--- config.mk ---
export PLATFORM = sky130hd
export DESIGN_NAME = db_multi_fsm
export DESIGN_NICKNAME = d
export VERILOG_FILES = /design/src/rtl/db_multi_fsm.sv
export SDC_FILE = /design/constraint.sdc
export NUM_CORES = 1
export LEC_CHECK = 0
export CORE_MARGIN = 4
export CORE_UTILIZATION = 25
export CTS_BUF_LIST = sky130_fd_sc_hd__clkbuf_16
export CTS_CLUSTER_SIZE = 12
export DETAILED_ROUTE_END_ITERATION = 8
export HOLD_SLACK_MARGIN = 0.03
export PLACE_DENSITY = 0.41
export REMOVE_ABC_BUFFERS = 1
export SLEW_MARGIN = 10
export SYNTH_ARGS = -nofsm -noshare
export SYNTH_HDL_FRONTEND = slang
export SYNTH_SLANG_ARGS = --single-unit
--- constraint.sdc ---
create_clock -name clk -period 2 [get_ports clk]
set_input_delay 0.2 -clock clk [delete_from_list [all_inputs] [get_ports clk]]
set_output_delay 0.2 -clock clk [all_outputs]
set_load 0.02 [all_outputs]
--- src/rtl/db_multi_fsm.sv ---
// rtl/db_multi_fsm.sv - multi-channel switch debouncer, shared tick prescaler, per-channel FSM
// Optional long-press pulse compiled in with DB_LONG_PRESS_EN.
module db_multi_fsm #(
   parameter int CH           = 4,
   parameter int TICK_W       = 19,
   parameter int STABLE_TICKS = 3,
   parameter int LP_TICKS     = 100
) (
   input  logic          clk,
   input  logic          reset,
   input  logic [CH-1:0] sw,
   output logic [CH-1:0] db,
   output logic [CH-1:0] rise_tick,
   output logic [CH-1:0] fall_tick,
   output logic [CH-1:0] long_press
);

   localparam int MAX_T = (STABLE_TICKS > LP_TICKS) ? STABLE_TICKS : LP_TICKS;
   localparam int CW    = $clog2(MAX_T + 1);

   // db is state[1], so the level output is a plain register bit
   localparam logic [1:0] ZERO  = 2'b00;
   localparam logic [1:0] WAIT1 = 2'b01;
   localparam logic [1:0] ONE   = 2'b10;
   localparam logic [1:0] WAIT0 = 2'b11;

   localparam logic [CW-1:0] STABLE_LAST = CW'(STABLE_TICKS - 1);

   logic [CH-1:0]     sync1;
   logic [CH-1:0]     s;
   logic [TICK_W-1:0] pre;
   logic              tick;

   always_ff @(posedge clk) begin
      if (reset) begin
         sync1 <= '0;
         s     <= '0;
         pre   <= '0;
      end else begin
         sync1 <= sw;
         s     <= sync1;
         pre   <= pre + 1'b1;
      end
   end

   assign tick = &pre;

   genvar g;
   generate
      for (g = 0; g < CH; g++) begin : g_ch
         logic [1:0]    state;
         logic [CW-1:0] cnt;
         logic          rise_r;
         logic          fall_r;
         logic          enter_one;
         logic          enter_zero;

         assign enter_one  = (state == WAIT1) && s[g]  && tick && (cnt == STABLE_LAST);
         assign enter_zero = (state == WAIT0) && !s[g] && tick && (cnt == STABLE_LAST);

         // A bounce back in a WAIT state wins over a coincident tick
         always_ff @(posedge clk) begin
            if (reset) begin
               state  <= ZERO;
               cnt    <= '0;
               rise_r <= 1'b0;
               fall_r <= 1'b0;
            end else begin
               rise_r <= enter_one;
               fall_r <= enter_zero;
               case (state)
                  ZERO: begin
                     if (s[g]) begin
                        state <= WAIT1;
                        cnt   <= '0;
                     end
                  end
                  WAIT1: begin
                     if (!s[g]) begin
                        state <= ZERO;
                     end else if (enter_one) begin
                        state <= ONE;
                        cnt   <= '0;
                     end else if (tick) begin
                        cnt <= cnt + 1'b1;
                     end
                  end
                  ONE: begin
                     if (!s[g]) begin
                        state <= WAIT0;
                        cnt   <= '0;
                     end
                  end
                  default: begin
                     if (s[g]) begin
                        state <= ONE;
                     end else if (enter_zero) begin
                        state <= ZERO;
                        cnt   <= '0;
                     end else if (tick) begin
                        cnt <= cnt + 1'b1;
                     end
                  end
               endcase
            end
         end

         assign db[g]        = state[1];
         assign rise_tick[g] = rise_r;
         assign fall_tick[g] = fall_r;

`ifdef DB_LONG_PRESS_EN
         localparam logic [CW-1:0] LP_LAST = CW'(LP_TICKS - 1);
         localparam logic [CW-1:0] LP_SAT  = CW'(LP_TICKS);

         logic [CW-1:0] lp_cnt;
         logic          lp_r;

         // Held across a WAIT0 bounce-back; saturates so the pulse fires once per press
         always_ff @(posedge clk) begin
            if (reset) begin
               lp_cnt <= '0;
               lp_r   <= 1'b0;
            end else begin
               lp_r <= 1'b0;
               if (enter_one) begin
                  lp_cnt <= '0;
               end else if ((state == ONE) && s[g] && tick && (lp_cnt != LP_SAT)) begin
                  if (lp_cnt == LP_LAST) begin
                     lp_r   <= 1'b1;
                     lp_cnt <= LP_SAT;
                  end else begin
                     lp_cnt <= lp_cnt + 1'b1;
                  end
               end
            end
         end

         assign long_press[g] = lp_r;
`endif
      end
   endgenerate

`ifndef DB_LONG_PRESS_EN
   assign long_press = '0;
`endif

endmodule

==> results of run 1 <==
## cell type report
cell class	instances	area, µm²	share of cell area, %
flip-flops and latches	71	1430	25.0
multi-input cells	366	2670	46.5
well taps	216	270	4.71
inverters	21	78.8	1.37
repair buffers	122	1010	17.6
clock buffers	9	225	3.93
clock inverters	7	48.8	0.851
## Yosys cell counts, drive strengths merged (2+ instances only)
library cell,instances
nor3b,3
o21bai,2
nor2,55
a41oi,2
o31ai,6
clkbuf,13
or4b,4
o41a,2
nand3,17
o211ai,4
nand2b,8
nor4b,3
nor3,10
nor2b,13
and2,9
nand2,25
and3,3
ha,29
a21o,2
or4,3
nand4,23
or3,6
and4,5
o21ai,19
xnor2,11
o31a,3
xor2,11
a311oi,4
o221ai,2
dfxtp,71
inv,21
nor4,8
a211oi,2
mux2i,8
buf,20
a31oi,8
a211o,2
mux2,3
nand3b,4
a21oi,22
or2,6
## worst paths after layout
path	from	to	slack (ps)	cells past startpoint
worst max-delay path	pre[0]$_SDFF_PP0_	g_ch[0].cnt[5]$_SDFFE_PP0P_	-130	6
worst min-delay path	reset	pre[0]$_SDFF_PP0_	300	3
worst max register to register	pre[0]$_SDFF_PP0_	g_ch[0].cnt[5]$_SDFFE_PP0P_	-130	6
worst min register to register	sync1[1]$_SDFF_PP0_	s[1]$_SDFF_PP0_	430	1
## layout by cell type, fill, tap and decap left out, types with 6 or more instances in the layout
master / netlist / layout
nor3_1: 10 / 8
clkbuf_16: 0 / 9
nand3_1: 17 / 15
clkdlybuf4s50_1: 0 / 16
o21ai_0: 19 / 13
nand2_1: 25 / 25
a21oi_1: 22 / 16
or2_2: 6 / 6
nor4_1: 7 / 7
dfxtp_2: 0 / 9
buf_4: 17 / 97
xor2_1: 11 / 11
nor2_1: 55 / 50
mux2i_1: 8 / 8
inv_1: 21 / 21
and2_1: 9 / 9
xnor2_1: 11 / 11
ha_1: 29 / 28
nor2b_1: 13 / 13
o31ai_1: 6 / 6
dfxtp_1: 71 / 62
nand4_1: 21 / 21
a21oi_2: 0 / 6
nand2b_1: 8 / 7
## per-layer routing
layer	track usage [%]	vias up	share of wire [%]
li1	-	1953	-
met1	15.7	1802	48
met2	20.3	46	48
met3	3.16	11	3.1
met4	3.58	0	1.2
met5	0	-	0
## power groups by stage
stage | clock network [mW] | logic [mW] | registers [mW]
after CTS | 1.56 | 0.237 | 1.45
final | 1.49 | 0.246 | 1.45
after global routing | 1.62 | 0.276 | 1.45
after global placement | 0 | 0.231 | 1.47
after detailed placement | 0 | 0.229 | 1.47
after floorplan | 0 | 0.111 | 1.48
## registers in the layout, summed over array words and instances, names as in the netlist, named ones only
name	count
pre	19
s	4
g_ch.fall_r	4
g_ch.rise_r	4
g_ch.state	4
sync1	4
g_ch.cnt	28
## timing repair
item,CTS,global route
setup buffers,7,7
hold buffers,0,0
cloned,0,0
setup endpoints to repair,36,39
pin swaps,14,27
resized for setup,25,34
## worst max-delay path: cells and delay by family (launching register included)
| family | cells | cell delay [ps] |
|---|---|---|
| flip-flops | 1 | 350 |
| AND/OR/NAND/NOR | 4 | 1450 |
| adder cells (fa/ha/maj) | 1 | 140 |
| AO/OA/AOI/OAI | 1 | 120 |
## metrics by stage
stage                     cells  instance area (µm²)  util [%]  power, mW
after CTS                   806                 5540      34.5       3.24
after global routing        812                 5730      35.7       3.34
after floorplan             458                 3960         -       1.59
final                       812                 5730      35.7       3.19
after global placement      783                 5130      32.0       1.70
after detailed placement    783                 5130      32.0       1.70
## cells by family after synthesis
logic type                 after synthesis  share of synthesized area, %
other                                    1                        0.0906
DFF                                     71                          34.3
adders and majority gates               29                          8.76
AOI/OAI and AO/OA                       91                          14.9
buffers and inverters                   54                          6.50
xor gates and xnor gates                22                          4.65
and+or+nand+nor                        209                          28.0
muxes                                   11                          2.75
==> reports/results.ini, run 1 <==
[setup_path]
crit_fanout=7
path_cells=ha_4 > nand3_4 > or4_4 > or3_4 > or3_1 > a21oi_1
start_kind=register
worstSetupEndpointType=register
cp.arrival_ps=2410
max_stage_delay_ps=590
crit_type=register to register
crit_slowest_cell=or4_4
required_ps=2280

[clocking]
cts_buffers=9
clk_latency_ps=340
h-tree-depth=3
path_clk_slew_ps=60
cts_tree=built
cts-root-buf=clkbuf_16
clock-sinks=71
cts_buffer_depth=2

[power]
combPwrFrac_pct=7.7
p_sw_share_pct=25.1
seqPwrFrac_pct=45.4
clkPwrFrac_pct=46.9
vdd_drop_max_mv=0.516
cell_internal_pwr_mw=2.39
p_switching_mw=0.799
power_leakage_nw=2.18
powerDensity_nw_per_um2=556

[detailed_routing]
via_per_inst=4.69
drt_drc_violations_left=0
vias=3812
drt-wirelength-per-cell_um=13.2
first_iter_violations=218
antenna_left=0
dr.pass1.iters=5
drt_wl_total_mm=10.8

[place]
place_ws_ps=-165
finalWeightedCongestion=0.774
portBuffers=17
hpwlAfterDp_mm=7.82

[floorplan]
core-area_um2=16100
dieWidth_um=137
chipHeight_um=137
rows=46
start_util_pct=25.8
dieArea_um2=18700
ios=22

[logic_synthesis]
yosys.area.top_type=dfxtp_1
ys_types=65
ys_dominant_reg_cell=dfxtp_1
yosys_warnings=0
ys_seq_area_share_pct=34.3
post-synth-top-area-fraction_pct=34.3
synth_edf_count=0
netlist_top_cells_area=dfxtp_1 (34%), ha_1 (8.8%), nor2_1 (5.0%)
synth_seq_cells=71
syn-cell-area_um2=4140
synth_area_per_cell_um2=8.48
synthCells=488
async_flop_share_pct=0

[cells_and_area]
syn2layout_area_growth_pct=38.5
fin_nets=626
nFillCells=1658
antenna_cells=0
drive_gt1_share_pct=29.4

[timing]
hold_viol_final=0
rsz0062_at_grt=yes
setup-tns-final_ps=-937
fin_ws_ps=-131
period_minus_slack_ps=2130
setup_violations=14
whs_ps=298
timing.fmax_mhz=469
post-route-period-util_pct=107
drv_slew=0
fin_skew_ps=8.97

[global_routing]
grt_pass1_vias=3799
grt_pass1_wl_mm=18.4
antenna_found_initial=0
grt_max_degree=44
overflow=0
gr-usage-all-layers_pct=12.3

[status]
violations=negative setup slack
outcome=finished, violations left

[flow_run]
max-cap-violations=0

[min_path]
hold_class=input port to register

(Power assumes the default switching activity.)
==> run 2, diff against run 1 <==
--- a/config.mk
+++ b/config.mk
@@ -5,13 +5,15 @@
 export SDC_FILE = /design/constraint.sdc
 export NUM_CORES = 1
 export LEC_CHECK = 0
+export CELL_PAD_IN_SITES_DETAIL_PLACEMENT = 1
+export CELL_PAD_IN_SITES_GLOBAL_PLACEMENT = 2
 export CORE_MARGIN = 4
-export CORE_UTILIZATION = 25
+export CORE_UTILIZATION = 33
 export CTS_BUF_LIST = sky130_fd_sc_hd__clkbuf_16
 export CTS_CLUSTER_SIZE = 12
 export DETAILED_ROUTE_END_ITERATION = 8
 export HOLD_SLACK_MARGIN = 0.03
-export PLACE_DENSITY = 0.41
+export PLACE_DENSITY = 0.75
 export REMOVE_ABC_BUFFERS = 1
 export SLEW_MARGIN = 10
 export SYNTH_ARGS = -nofsm -noshare
==> reports/results.ini, run 2 (synthesis gave the netlist of run 1 again) <==
[status]
outcome=finished, violations left  ; unchanged
violations=negative setup slack  ; unchanged

[detailed_routing]
drt_drc_violations_left=0  ; unchanged
first_iter_violations=140  ; was 218
drt-wirelength-per-cell_um=16.2  ; was 13.2 µm
drt_wl_total_mm=12.4  ; was 10.8 mm
antenna_left=0  ; unchanged
via_per_inst=5.20  ; was 4.69
vias=3980  ; was 3812
dr.pass1.iters=5  ; unchanged

[cells_and_area]
layout.cells.non_filler=765  ; was 812
syn2layout_area_growth_pct=43.3  ; was 38.5%
seq_area_um2=1440  ; was 1430 µm²
finalInstanceArea_um2=5930  ; was 5730 µm²
multiInputGateArea_um2=2880  ; was 2670 µm²
final_cell_mix=buf_4 (100), dfxtp_1 (61), nor2_1 (50), ha_1 (25), nand2_1 (23)  ; was buf_4 (97), dfxtp_1 (62), nor2_1 (50), ha_1 (28), nand2_1 (25)
reg.largest.list=g_ch.cnt x28, pre x19  ; unchanged
largest_register=g_ch.cnt  ; unchanged
nFillCells=1411  ; was 1658
largest_reg_flops=28  ; unchanged
drive_gt1_share_pct=34.2  ; was 29.4%
layout_commonest_cell=buf_4  ; unchanged
fin_nets=627  ; was 626
utilization_pct=48.8  ; was 35.7%
antenna_cells=0  ; unchanged

[global_routing]
gr-usage-all-layers_pct=17.3  ; was 12.3%
grt_max_degree=44  ; unchanged
overflow=0  ; unchanged
grt_pass1_vias=4201  ; was 3799
antenna_found_initial=0  ; unchanged
grt_pass1_wl_mm=20.0  ; was 18.4 mm

[setup_path]
crit_type=register to register  ; unchanged
crit_slowest_cell=or4_4  ; unchanged
crit_fanout=6  ; was 7
critPathBufInv=0  ; unchanged
required_ps=2280  ; about the same
path_cells=ha_4 > nand3_4 > or4_4 > or3_4 > or3_4 > a21oi_2  ; was ha_4 > nand3_4 > or4_4 > or3_4 > or3_1 > a21oi_1
crit_family=simple AND/OR/NAND/NOR gates  ; unchanged
worstSetupEndpointType=register  ; unchanged
max_stage_delay_ps=590  ; about the same
cp.arrival_ps=2430  ; was 2410 ps
crit_top_cell=or3_4
start_kind=register  ; unchanged

[clocking]
cts_tree=built  ; unchanged
cts_buffer_depth=2  ; unchanged
path_clk_slew_ps=60  ; about the same
cts-root-buf=clkbuf_16  ; unchanged
clk_latency_ps=350  ; was 340 ps
h-tree-depth=3  ; unchanged
clock-sinks=71  ; unchanged
cts_buffers=9  ; unchanged

[timing]
post-route-period-util_pct=108  ; was 107%
fin_skew_ps=10.4  ; was 8.97 ps
rsz0062_at_grt=yes  ; unchanged
timing.fmax_mhz=464  ; was 469 MHz
fin_ws_ps=-156  ; was -131 ps
drv_slew=0  ; unchanged
hold_viol_final=0  ; unchanged
slew-limit-headroom_pct=63.6
setup_violations=20  ; was 14
worst_pin_slew_ps=540
setup-tns-final_ps=-1390  ; was -937 ps
period_minus_slack_ps=2160  ; was 2130 ps

[power]
p_sw_share_pct=22.8  ; was 25.1%
seqPwrFrac_pct=40.4  ; was 45.4%
combPwrFrac_pct=7.7  ; about the same
total_power_mw=3.58  ; was 3.19 mW
powerDensity_nw_per_um2=604  ; was 556 nW/µm²
cell_internal_pwr_mw=2.77  ; was 2.39 mW
p_switching_mw=0.815  ; was 0.799 mW
power_leakage_nw=2.28  ; was 2.18 nW
vdd_drop_max_mv=0.546  ; was 0.516 mV
clkPwrFrac_pct=52.0  ; was 46.9%

[min_path]
hold_class=input port to register  ; unchanged

[place]
portBuffers=17  ; unchanged
hpwlAfterDp_mm=8.63  ; was 7.82 mm
post_dp_cell_area_um2=5060  ; was 5130 µm²
finalWeightedCongestion=0.789  ; was 0.774
place_inst=737  ; was 783

[floorplan]
rows=40  ; was 46
core-area_um2=12200  ; was 16100 µm²
ios=22  ; unchanged
dieArea_um2=14400  ; was 18700 µm²
start_util_pct=34.0  ; was 25.8%
dieWidth_um=120  ; was 137 µm
chipHeight_um=120  ; was 137 µm

[flow_run]
max-cap-violations=0  ; unchanged

-- run 2: final cells by class --
class	count	share of cell area, %
multi-input combinational	366	48.5
clock inverter	7	1.88
inverter	21	1.33
sequential	71	24.3
timing repair buffer	123	16.7
tap	168	3.54
clock buffer	9	3.80
-- run 2: path summary, 6_finish.rpt --
path | startpoint | to | slack, ps | cells after the start
hold reg to reg | sync1[3]$_SDFF_PP0_ | s[3]$_SDFF_PP0_ | 440 | 1
hold / removal | reset | g_ch[3].cnt[0]$_SDFFE_PP0P_ | 320 | 3
setup reg to reg | pre[0]$_SDFF_PP0_ | g_ch[0].cnt[5]$_SDFFE_PP0P_ | -160 | 6
setup / recovery | pre[0]$_SDFF_PP0_ | g_ch[0].cnt[5]$_SDFFE_PP0P_ | -160 | 6
-- run 2: metrics by stage --
step,hold slack (ps),setup WS [ps]
final,320,-156
after global routing,329,-210
after CTS,310,-137
after detailed placement,426,-199
after global placement,418,-150
after floorplan,267,-819
-- run 2: per-layer routing --
metal  track usage, %  part of all wire [%]  vias up
met3             3.35                   2.7       20
met5                0                     0        -
met4             8.16                   1.8        0
met1             19.5                    43     1960
met2             31.0                    53       51
li1                 -                     -     1949
-- run 2: what timing repair did --
action / 4_1_cts / 5_1_grt
hold buffers: 0 / 0
cloned: 1 / 0
gates resized for setup: 42 / 59
pin swaps: 15 / 13
buffers inserted: 4 / 7
setup endpoints to repair: 41 / 40
-- run 2: power by group through the flow --
stage | sequential, mW | clock (mW) | combinational, mW
CTS | 1.44 | 1.90 | 0.246
global placement | 1.47 | 0 | 0.224
finish | 1.45 | 1.86 | 0.274
global route | 1.45 | 1.95 | 0.302
floorplan | 1.48 | 0 | 0.111
detailed placement | 1.48 | 0 | 0.231
-- run 2: worst reg2reg max path: stages (launching register included) --
cell and delay [ps]:
dfxtp_2 360, ha_4 160, nand3_4 70, or4_4 590, or3_4 400, or3_4 380, a21oi_2 120
==> run 3, diff against run 2 <==
--- a/config.mk
+++ b/config.mk
@@ -14,7 +14,7 @@
 export DETAILED_ROUTE_END_ITERATION = 8
 export HOLD_SLACK_MARGIN = 0.03
 export PLACE_DENSITY = 0.75
-export REMOVE_ABC_BUFFERS = 1
+export SETUP_SLACK_MARGIN = 0.1
 export SLEW_MARGIN = 10
 export SYNTH_ARGS = -nofsm -noshare
 export SYNTH_HDL_FRONTEND = slang
==> reports/results.ini, run 3 (synthesis gave the netlist of run 1 again) <==
[cells_and_area]
antenna_cells=0  ; unchanged
final_cell_mix=buf_4 (83), dfxtp_1 (58), nor2_1 (49), ha_1 (24), nand2_1 (23)  ; was buf_4 (100), dfxtp_1 (61), nor2_1 (50), ha_1 (25), nand2_1 (23)
utilization_pct=49.8  ; was 48.8%
reg.largest.list=g_ch.cnt x28, pre x19  ; unchanged
nFillCells=1410  ; was 1411
fin_nets=624  ; was 627
drive_gt1_share_pct=37.2  ; was 34.2%
largest_register=g_ch.cnt  ; unchanged
syn2layout_area_growth_pct=46.3  ; was 43.3%
finalInstanceArea_um2=6060  ; was 5930 µm²
layout_commonest_cell=buf_4  ; unchanged
largest_reg_flops=28  ; unchanged

[flow_run]
max-cap-violations=0  ; unchanged

[floorplan]
rows=40  ; unchanged
core-area_um2=12200  ; unchanged
chipHeight_um=120  ; unchanged
dieArea_um2=14400  ; unchanged
ios=22  ; unchanged
dieWidth_um=120  ; unchanged
start_util_pct=34.0  ; unchanged

[timing]
period_minus_slack_ps=2160  ; about the same
drv_slew=0  ; unchanged
setup_violations=27  ; was 20
fin_skew_ps=7.78  ; was 10.4 ps
timing.fmax_mhz=463  ; was 464 MHz
fin_ws_ps=-162  ; was -156 ps
worst_pin_slew_ps=554  ; was 540 ps
post-route-period-util_pct=108  ; about the same
hold_viol_final=0  ; unchanged
slew-limit-headroom_pct=63.0  ; was 63.6%
rsz0062_at_grt=yes  ; unchanged

[setup_path]
crit_slowest_cell=or4b_1  ; was or4_4
crit_top_cell=buf_4  ; was or3_4
critPathBufInv=5  ; was 0
max_stage_delay_ps=500  ; was 590 ps
worstSetupEndpointType=register  ; unchanged
crit_family=simple AND/OR/NAND/NOR gates  ; unchanged
start_kind=register  ; unchanged
required_ps=2290  ; was 2280 ps
path_cells=ha_4 > nand3_2 > buf_4 > buf_4 > nor4_4 > buf_4 > buf_6 > buf_8 > a311oi_4 > or4b_1 > nand3_1  ; was ha_4 > nand3_4 > or4_4 > or3_4 > or3_4 > a21oi_2
cp.arrival_ps=2450  ; was 2430 ps
crit_fanout=7  ; was 6
crit_type=register to register  ; unchanged

[detailed_routing]
drt-wirelength-per-cell_um=16.1  ; was 16.2 µm
dr.pass1.iters=4  ; was 5
antenna_left=0  ; unchanged
via_per_inst=5.17  ; was 5.20
drt_drc_violations_left=0  ; unchanged
first_iter_violations=130  ; was 140
drt_wl_total_mm=12.3  ; was 12.4 mm
vias=3940  ; was 3980

[min_path]
hold_class=input port to register  ; unchanged

[status]
violations=negative setup slack  ; unchanged
outcome=finished, violations left  ; unchanged

[global_routing]
grt_pass1_wl_mm=20.5  ; was 20.0 mm
gr-usage-met1_pct=20.4  ; was 19.5%
grt_pass1_vias=4236  ; was 4201
overflow=0  ; unchanged
gr-usage-met3_pct=3.06  ; was 3.35%
antenna_found_initial=0  ; unchanged
top_usage_layer=met2  ; unchanged
grt_max_degree=44  ; unchanged
gr-usage-all-layers_pct=17.4  ; was 17.3%
grt_use_met2_pct=31.2  ; was 31.0%

[power]
power_leakage_nw=2.28  ; about the same
vdd_drop_max_mv=0.289  ; was 0.546 mV
powerDensity_nw_per_um2=553  ; was 604 nW/µm²

[clocking]
cts_buffers=9  ; unchanged
h-tree-depth=3  ; unchanged
cts_buffer_depth=2  ; unchanged
cts-root-buf=clkbuf_16  ; unchanged
cts_hold_buf=0  ; unchanged
clock-sinks=71  ; unchanged
clk_latency_ps=340  ; was 350 ps
cts_tree=built  ; unchanged
path_clk_slew_ps=60  ; about the same

[place]
portBuffers=17  ; unchanged
finalWeightedCongestion=0.851  ; was 0.789
post_dp_cell_area_um2=5070  ; was 5060 µm²
hpwlAfterDp_mm=8.43  ; was 8.63 mm

-- run 3: timing repair --
| action | in CTS | in global routing |
|---|---|---|
| pin swaps | 38 | 32 |
| buffers inserted | 14 | 8 |
| gates cloned | 1 | 0 |
| endpoints found under the setup margin | 42 | 44 |
| gates resized for setup | 67 | 52 |
-- run 3: final timing paths --
check | start | to | slack [ps] | depth (start not counted)
worst max-delay path | pre[1]$_SDFF_PP0_ | g_ch[2].cnt[6]$_SDFFE_PP0P_ | -160 | 11
worst min register to register | sync1[0]$_SDFF_PP0_ | s[0]$_SDFF_PP0_ | 440 | 1
worst min-delay path | sw[1] | sync1[1]$_SDFF_PP0_ | 410 | 2
worst max register to register | pre[1]$_SDFF_PP0_ | g_ch[2].cnt[6]$_SDFFE_PP0P_ | -160 | 11
-- run 3: cell type report --
class,count,area [µm²],area share [%]
clock buffer,9,225,3.72
multi-input combinational,366,3010,49.7
clock inverter,7,73.8,1.22
inverter,21,78.8,1.30
sequential,71,1440,23.8
timing repair buffer,120,1020,16.8
tap,168,210,3.47
-- run 3: per-stage QoR --
stage / TNS, ps / power (mW) / worst slack, ps / hold WS (ps) / instances
floorplan: -43.7 / 1.62 / -13.7 / 328 / 491
global placement: -1000 / 1.71 / -134 / 418 / 726
detailed placement: -2300 / 1.71 / -157 / 429 / 726
CTS: -349 / 3.37 / -78.6 / 399 / 756
global route: -4780 / 3.50 / -223 / 406 / 762
finish: -1400 / 3.35 / -162 / 410 / 762
-- run 3: per-layer routing --
metal	vias to the layer above	wire, µm
li1	1951	-
met1	1936	5350
met2	33	6490
met3	20	211
met4	0	235
met5	-	0
-- run 3: power breakdown --
part | internal (mW) | switching [mW]
sequential | 1.43 | 0.0157
clock | 0.967 | 0.659
combinational | 0.129 | 0.150
==> RTL edit (settings of run 1) <==
The parameter `STABLE_TICKS` goes from 3 to 6.
--- a/src/rtl/db_multi_fsm.sv
+++ b/src/rtl/db_multi_fsm.sv
@@ -5,3 +5,3 @@
    parameter int TICK_W       = 19,
-   parameter int STABLE_TICKS = 3,
+   parameter int STABLE_TICKS = 6,
    parameter int LP_TICKS     = 100
Behaviour: no difference found for any inputs over 10 cycles, from zero or initial values and one cycle with reset high; that may be too few to reach the edited logic, so the function may still have changed.
==> RTL edit against run 1 <==
  * Area after synthesis up 0.45%
  * Final cell count is 0.12% lower
  * Sequential cell count did not move
  * Worst setup slack worse by 0.18 ns
  * Non-clock buffer count grew 7
  * Count of clock-buffer cells in the layout stayed put
  * The run still ends with negative setup slack left
  * Final area up 5.2%
  * Via count increased by 2.4%
  * Sequential share of layout area shrank 1.3 points
  * Power up 5.6%
  * Utilization up 1.7 points
  * Wire length increased by 3.2%
==> RTL edit: results (changes against run 1) <==
| Metric | Value |
|---|---|
| Met2 demand-to-capacity share in global routing | `21.1% (was 20.3%)` |
| Dpl cells | `775 (was 783)` |
| Result of the run | `finished with violations (unchanged)` |
| Pin count of the biggest net entering global routing | `33 (was 44)` |
| Min setup slack post-route | `-0.309 ns (was -0.131 ns)` |
| Clock network area share | `5.18% (was 4.78%)` |
| Setup violation total in the final timing report | `33 (was 14)` |
| Fillcell total | `1,694 (was 1,658)` |
| Layout inverter count without the clock tree | `23 (was 21)` |
| M1 wire length | `5180 um (was 5160 um)` |
| Non-clock buffer area fraction after layout | `17.8% (was 17.6%)` |
| GR Util met3 | `2.54% (was 3.16%)` |
| Routed WL per cell | `13.7 um (was 13.2 um)` |
| Reg power frac | `43.0% (was 45.4%)` |
| Met3 WL | `266 um (was 336 um)` |
| Wire length of the first global-routing pass | `18,700 um (was 18,400 um)` |
| Post-synthesis area per instance | `8.56 um2 (was 8.48 um2)` |
| Violations in the final reports | `negative setup slack (unchanged)` |
| FFs & Latches | `71 (unchanged)` |
| Met1 demand-to-capacity share in global routing | `15.4% (was 15.7%)` |
| Hold WS | `0.359 ns (was 0.298 ns)` |
| Final instance area | `6030 um2 (was 5730 um2)` |
| Final weighted congestion in routability-driven placement | `0.773 (was 0.774)` |
| TNS Setup | `-5.17 ns (was -0.937 ns)` |
| Leak Pwr | `2.38 nW (was 2.18 nW)` |
| Top cells by area, synth | `dfxtp_1 34%, ha_1 8.7%, nor2_1 3.2%, nand3_1 3.1%, buf_4 2.9% (was dfxtp_1 34%, ha_1 8.8%, nor2_1 5.0%, nand4_1 3.2%, buf_4 3.1%)` |
| PostCTS Resize Cnt | `47 (was 25)` |
## RTL edit: cell count changes after synthesis, sizes merged, moves of 7 or more
cell / run 1 / this run
and3: 3 / 13
clkbuf: 13 / 20
nand4: 23 / 16
o41ai: 0 / 10
o21ai: 19 / 10
nand3: 17 / 26
nand4b: 1 / 9
nor2: 55 / 36
a21oi: 22 / 15
## RTL edit: critical path, cell delays in order, from the launching register on
cell and delay [ns]:
dfxtp_1 0.38, nand4_4 0.13, or4_4 0.62, buf_6 0.16
o41a_1 0.43, buf_4 0.19, a221o_1 0.29
## RTL edit: logic make-up after synthesis
kind of cell | share of synthesized area [%]
mux | 1.77
compound gates | 14.0
xor+xnor | 3.37
buf+inv | 7.22
other cells | 0.0902
fa+ha+maj | 8.72
flops | 34.2
simple gates | 30.6
## RTL edit: final timing paths
path	startpoint	to
setup / recovery	pre[13]	g_ch[3].cnt[3]
hold / removal	reset	pre[0]
setup reg to reg	pre[13]	g_ch[3].cnt[3]
hold reg to reg	sync1[2]	s[2]
